### src/rtl/stream_demux.sv
// Registered 1-to-N stream demultiplexer with a one-entry holding register per channel.
// Optional per-channel transfer counters are built when STREAM_DEMUX_CNT_EN is defined.
module stream_demux #(
   parameter int unsigned WIDTH    = 8,
   parameter int unsigned CHANNELS = 4,
   parameter int unsigned SEL_W    = $clog2(CHANNELS),
   parameter int unsigned CNT_W    = 8
) (
   input  logic                      clk,
   input  logic                      rst,
   input  logic [WIDTH-1:0]          in_data,
   input  logic [SEL_W-1:0]          in_sel,
   input  logic                      in_valid,
   output logic                      in_ready,
   output logic [CHANNELS*WIDTH-1:0] out_data,
   output logic [CHANNELS-1:0]       out_valid,
   input  logic [CHANNELS-1:0]       out_ready,
`ifdef STREAM_DEMUX_CNT_EN
   output logic [CHANNELS*CNT_W-1:0] out_cnt,
`endif
   output logic                      err_sel
);

   typedef enum logic {
      EMPTY = 1'b0,
      FULL  = 1'b1
   } ch_state_t;

   logic                in_fire;
   logic                sel_oob;
   logic                sel_ready;
   logic [CHANNELS-1:0] hit;
   logic [CHANNELS-1:0] take;

   // Elaboration-time parameter sanity checks
   if (WIDTH < 1) begin : g_chk_width
      $error("stream_demux: WIDTH must be at least 1");
   end
   if (CHANNELS < 2 || CHANNELS > 16) begin : g_chk_channels
      $error("stream_demux: CHANNELS must be in 2..16");
   end
   if (CNT_W < 1) begin : g_chk_cnt_w
      $error("stream_demux: CNT_W must be at least 1");
   end

   // Out-of-range selects are always accepted and dropped
   assign sel_oob = (32'(in_sel) >= CHANNELS);

   always_comb begin
      sel_ready = 1'b1;
      for (int k = 0; k < int'(CHANNELS); k++) begin
         if (in_sel == SEL_W'(k)) begin
            sel_ready = !out_valid[k] || out_ready[k];
         end
      end
      in_ready = !rst && (sel_oob || sel_ready);
   end

   assign in_fire = in_valid && in_ready;
   assign take    = out_valid & out_ready;

   always_ff @(posedge clk) begin
      if (rst) begin
         err_sel <= 1'b0;
      end else if (in_fire && sel_oob) begin
         err_sel <= 1'b1;
      end
   end

   for (genvar k = 0; k < int'(CHANNELS); k++) begin : g_ch
      ch_state_t        state_q;
      ch_state_t        state_d;
      logic             load;
      logic             valid_k;
      logic [WIDTH-1:0] data_q;

      assign hit[k] = in_fire && (in_sel == SEL_W'(k));

      always_ff @(posedge clk) begin
         if (rst) begin
            state_q <= EMPTY;
         end else begin
            state_q <= state_d;
         end
      end

      // A reload while FULL is only possible when the consumer takes the old word
      always_comb begin
         state_d = state_q;
         load    = 1'b0;
         case (state_q)
            EMPTY: begin
               if (hit[k]) begin
                  state_d = FULL;
                  load    = 1'b1;
               end
            end
            FULL: begin
               if (hit[k]) begin
                  load = 1'b1;
               end else if (take[k]) begin
                  state_d = EMPTY;
               end
            end
            default: begin
               state_d = EMPTY;
            end
         endcase
      end

      always_comb begin
         valid_k = (state_q == FULL);
      end

      always_ff @(posedge clk) begin
         if (rst) begin
            data_q <= '0;
         end else if (load) begin
            data_q <= in_data;
         end
      end

      assign out_valid[k]                = valid_k;
      assign out_data[k*WIDTH +: WIDTH]  = data_q;

`ifdef STREAM_DEMUX_CNT_EN
      logic [CNT_W-1:0] cnt_q;

      always_ff @(posedge clk) begin
         if (rst) begin
            cnt_q <= '0;
         end else if (take[k]) begin
            cnt_q <= cnt_q + CNT_W'(1);
         end
      end

      assign out_cnt[k*CNT_W +: CNT_W] = cnt_q;
`endif
   end

endmodule
### config.mk
export PLATFORM = sky130hd
export DESIGN_NAME = stream_demux
export DESIGN_NICKNAME = d
export VERILOG_FILES = /design/src/rtl/stream_demux.sv
export SDC_FILE = /design/constraint.sdc
export NUM_CORES = 1
export LEC_CHECK = 0
export ABC_AREA = 0
export CAP_MARGIN = 20
export CORE_MARGIN = 3
export CORE_UTILIZATION = 40
export DETAILED_ROUTE_END_ITERATION = 7
export MAX_ROUTING_LAYER = met4
export PLACE_DENSITY_LB_ADDON = 0.12
export SLEW_MARGIN = 20
export SYNTH_ARGS = -nofsm -noshare
export SYNTH_HDL_FRONTEND = slang
export SYNTH_SLANG_ARGS = --single-unit
### constraint.sdc
create_clock -name clk -period 1.7 [get_ports clk]
set_input_delay 0.425 -clock clk [delete_from_list [all_inputs] [get_ports clk]]
set_output_delay 0.425 -clock clk [all_outputs]
set_load 0.05 [all_outputs]
; ---- Word-level counts from Yosys, hierarchy flattened
; Index checks and enable logic that the tools add are counted.
[totals]
reg_bits = 36
output_inout_bits = 38
input_bits = 17
[op_classes]
n_eq_ne = 3
mux = 20
n_reduce_logical = 16
bitwise_logic = 5
[op_table]
columns = cell, n
row1 = $mux W1, 16
row2 = $pmux W1 S2, 4
row3 = $logic_and A1 B1 Y1, 6
row4 = $logic_not A1 Y1, 5
row5 = $and A4 B4 Y4, 1
row6 = $eq A2 B2 Y1 const B, 2
row7 = $logic_or A1 B1 Y1, 4
row8 = $not A1 Y1, 4
row9 = $eq A2 B1 Y1 const B, 1
row10 = $logic_not A2 Y1, 1

; ---- Longest topological paths before layout
[depth]
ltp_word = 11
ltp_mapped = 6
depth_no_buf = 3

; ---- Worst setup path before layout
; OpenSTA, ideal clock, no wires.
[synth_timing]
kind = in2out
from = input in_sel[1]
to = output in_ready
setup_slack_ns = -0.603
required_time_ns = 1.275
stages = 4
arrival_time_ns = 1.878
cell_sequence = clkbuf_1 -> inv_2 -> mux4_2 -> nor2_1
[synth_via]
elab_chain_len = 6
word_cells_on_any_way = 9
[synth_lines]
columns = element, line_no
row1 = "start, declared", 12  ; input logic [SEL_W-1:0] in_sel,
row2 = $logic_not A2 Y1, 52  ; if (in_sel == SEL_W'(k)) begin
row3 = $mux W1 (3 in a row), 52
row4 = $mux W1 (*), 52
row5 = $logic_and A1 B1 Y1 (*), 56  ; in_ready = !rst && (sel_oob || sel_ready);
row6 = "end, declared", 14  ; output logic in_ready,
; Every way passes the cells marked *; elsewhere a longest branch is shown, timed or not.

; ---- Final worst setup path
[layout_timing]
from = register g_ch[1].state_q
to = output in_ready
[layout_via]
elab_chain_len = 6
[layout_lines]
columns = element, line_no
row1 = "start, declared", 71  ; ch_state_t state_q;
row2 = "start signal, assigned", 83  ; state_q <= state_d;
row3 = $logic_not A1 Y1, 53  ; sel_ready = !out_valid[k] || out_ready[k];
row4 = $logic_or A1 B1 Y1, 53
row5 = $mux W1 (3 in a row), 52
row6 = $logic_and A1 B1 Y1, 56
; Every way passes these cells.

==> metrics.yaml <==
synth:
  synthXorXnorAreaFrac_pct: 0
  synth_cell_type_count: 25
  ys_seq_elements: 36
  synth-compound-area-share_pct: 28.3
  syn-num-nets: 191
  yosys.area.top_type: "dfxtp_1"
  synth_top_family_by_area: "compound AO/OA/AOI/OAI gates"
  synth.top_cells.by_count: "dfxtp_1 (36), a21oi_1 (20), nand4_1 (16), o311ai_0 (16), o31ai_1 (16)"
  synth_area_sq_mm: 0.00156
  ys_async_sr_fraction_pct: 0
  yosys.area_share.simple_pct: 13.3
  yosysMostFrequentCell: "dfxtp_1"
  yosysWarnings: 0
  synth.avg_cell_area_sq_um: 8.95
  yosysSeqAreaShare_pct: 46.3
  synthFlopType: "dfxtp_1"
  synth_top_area_share_pct: 46.3
  synth-edff-count: 0
  netlist_instances: 174
  synth_adder_area_share_pct: 0
  synth.area.top_cells: "dfxtp_1 (46%), o311ai_0 (9.0%), o31ai_1 (7.7%)"
  synthMuxAreaShare_pct: 1.45
cells_and_area:
  area_delta_synth_final_pct: 47.7
  drive_gt1_share_pct: 37.2
  fillCellCount: 325
  diodes: 0
  seq_area_sq_um: 726
  finish.net_count: 247
  multi_input_area_sq_um: 753
place:
  dp_hpwl_microns: 3310
  pre_cts_slack_ns: -0.558
  gp_congestion: 0.836
  numPortBuffers: 53
critical_path:
  critPathLaunch: "g_ch[1].state_q"
  cp.required_ns: 1.27
  ff2ff_path_depth: 4
  r2r-start: "g_ch[0].state_q"
  startpoint_type: "register"
  cp.arrival_ns: 1.49
  cp_max_fo: 2
  cp-end-kind: "output pin"
  critPathKind: "reg -> out"
sta:
  finalWorstSetupSlack_ns: -0.216
  finClkSkew_ns: 0.00546
  finalCriticalPeriod_ns: 1.92
  finalCritPeriodShare_pct: 113
  report.final.slew_viol_count: 0
  final_hold_viol_count: 0
  tightest_slew_ns: 0.541
  maxSlewHeadroom_pct: 63.9
  max_freq_mhz: 522
  rsz0062_at_grt: "true"
  whs_ns: 0.474
  finalSetupViolations: 1
global_routing:
  overflow: 0
  antenna_found_initial: 0
  grt_pass1_vias: 1515
  grt_pass1_wl_microns: 7250
  grt_max_degree: 36
  grtUsageTotal_pct: 21.8
worst_hold_path:
  min_from: "g_ch[0].data_q[2]"
  worstHoldPathCells: 2
  hold_class: "reg -> reg"
route:
  vias: 1617
  antenna_left: 0
  drt_wl_total_microns: 4680
  drtPass1Iterations: 4
  avgViaCountPerCell: 5.80
  drt_iter0_drc: 90
  drc: 0
  wl_per_cell_microns: 16.8
power_and_ir_drop:
  ir_drop_mv: 0.468
  p_per_area_mw_per_mm2: 799
  p_leak_nw: 0.935
floorplanning:
  io_pins: 55
  die_height_microns: 68.4
  die_w_microns: 68.4
  core.rowCount: 22
  fp.coreArea_sq_mm: 0.00372
  initial_core_util_pct: 41.9
  die_area_sq_mm: 0.00468
flow_run:
  cap_viol_max_count: 0
clocking:
  clock_sinks: 36
  cts_tree: "yes"
  cts_made_buffers: 5
  cts_max_path_buffers: 2
  cts.reportedPaths.clkPinSlew_ns: 0.07
  cts-root-buf: "clkbuf_8"
  insertion_delay_ns: 0.29
  h-tree-depth: 2
outcome:
  status: "finished with violations"
  violations: "setup timing"
[area by class of cell]
class | instances | share of cell area [%]
flip-flops and latches | 36 | 31.6
repair buffers | 74 | 27.1
multi-input cells | 103 | 32.8
inverters | 10 | 1.96
clock buffers | 6 | 3.59
well taps | 48 | 2.61
clock inverters | 2 | 0.435
[per-layer routing]
layer / vias to the layer above / global-route usage [%] / share of wire (%)
li1: 760 / - / -
met1: 774 / 26.4 / 41
met2: 76 / 34.6 / 50
met3: 7 / 5.91 / 7.0
met4: 0 / 7.94 / 1.7
met5: - / - / 0
[worst paths after layout]
check	endpoint	slack [ns]
max reg2reg	g_ch[0].data_q[5]	0.47
min reg2reg	g_ch[0].data_q[2]	0.47
min	g_ch[0].data_q[2]	0.47
max	in_ready	-0.22
[cells by family (layout without fill, tap and decap cells)]
group	count (synthesis)	in the layout
AND/OR/NAND/NOR	33	33
flip-flops	36	36
other	1	1
buffers and inverters	35	92
AO/OA/AOI/OAI	68	68
multiplexers	1	1
[sequential cells by signal (all words and copies together), names as in the netlist]
signal,count
g_ch.data_q,32
g_ch.state_q,4
[power by group]
part           switching, mW  leakage, nW  total (mW)  internal, mW
Sequential            0.0135        0.294       0.881         0.867
Clock                  0.307       0.0510       0.631         0.323
Combinational          0.210        0.591       0.325         0.115
[metrics by stage]
stage	setup TNS, ns	area (sq um)	std cells	utilization [%]	total power, mW
floorplan	-0.171	1590	174	-	1.08
global placement	-7.98	2110	269	56.9	1.20
detailed placement	-9.36	2110	269	56.9	1.21
CTS	-0.215	2250	278	60.6	1.84
global route	-0.260	2300	279	61.9	1.90
finish	-0.216	2300	279	61.9	1.84
[timing repair]
item / CTS / global route
pin swaps: 1 / 1
resized for setup: 35 / 16
hold buffers: 0 / 0
setup endpoints to repair: 14 / 20
buffers inserted: 1 / 1
[critical path, cell delays in order (launching register included)]
cell     delay [ns]
dfxtp_2        0.33
nor2b_4        0.12
mux4_2         0.49
nor2_4         0.11
buf_12         0.14
[layout by cell type, fill, tap and decap left out]
master | Yosys | final
conb_1 | 1 | 1
dlymetal6s2s_1 | 0 | 2
o311ai_1 | 0 | 10
buf_2 | 3 | 1
a21oi_1 | 20 | 20
and3b_1 | 1 | 1
inv_1 | 9 | 9
mux4_2 | 1 | 1
clkinv_2 | 0 | 2
o21ai_1 | 8 | 12
nand4_1 | 16 | 16
buf_12 | 0 | 2
nor2_4 | 0 | 1
or3_4 | 0 | 1
clkdlybuf4s50_1 | 0 | 8
o311ai_2 | 0 | 4
o31ai_1 | 16 | 16
nand2b_1 | 3 | 3
nand3_1 | 1 | 1
buf_4 | 5 | 54
nor2b_4 | 0 | 4
or3b_4 | 0 | 1
o21ai_0 | 8 | 3
inv_8 | 0 | 1
o21ai_2 | 0 | 1
dfxtp_1 | 36 | 32
dlygate4sd2_1 | 0 | 5
nand3b_1 | 1 | 1
o311ai_0 | 16 | 2
dfxtp_2 | 0 | 4
nor2_1 | 4 | 3
buf_6 | 1 | 2
clkbuf_8 | 0 | 6
nor3b_2 | 1 | 1
(Power assumes the default switching activity.)
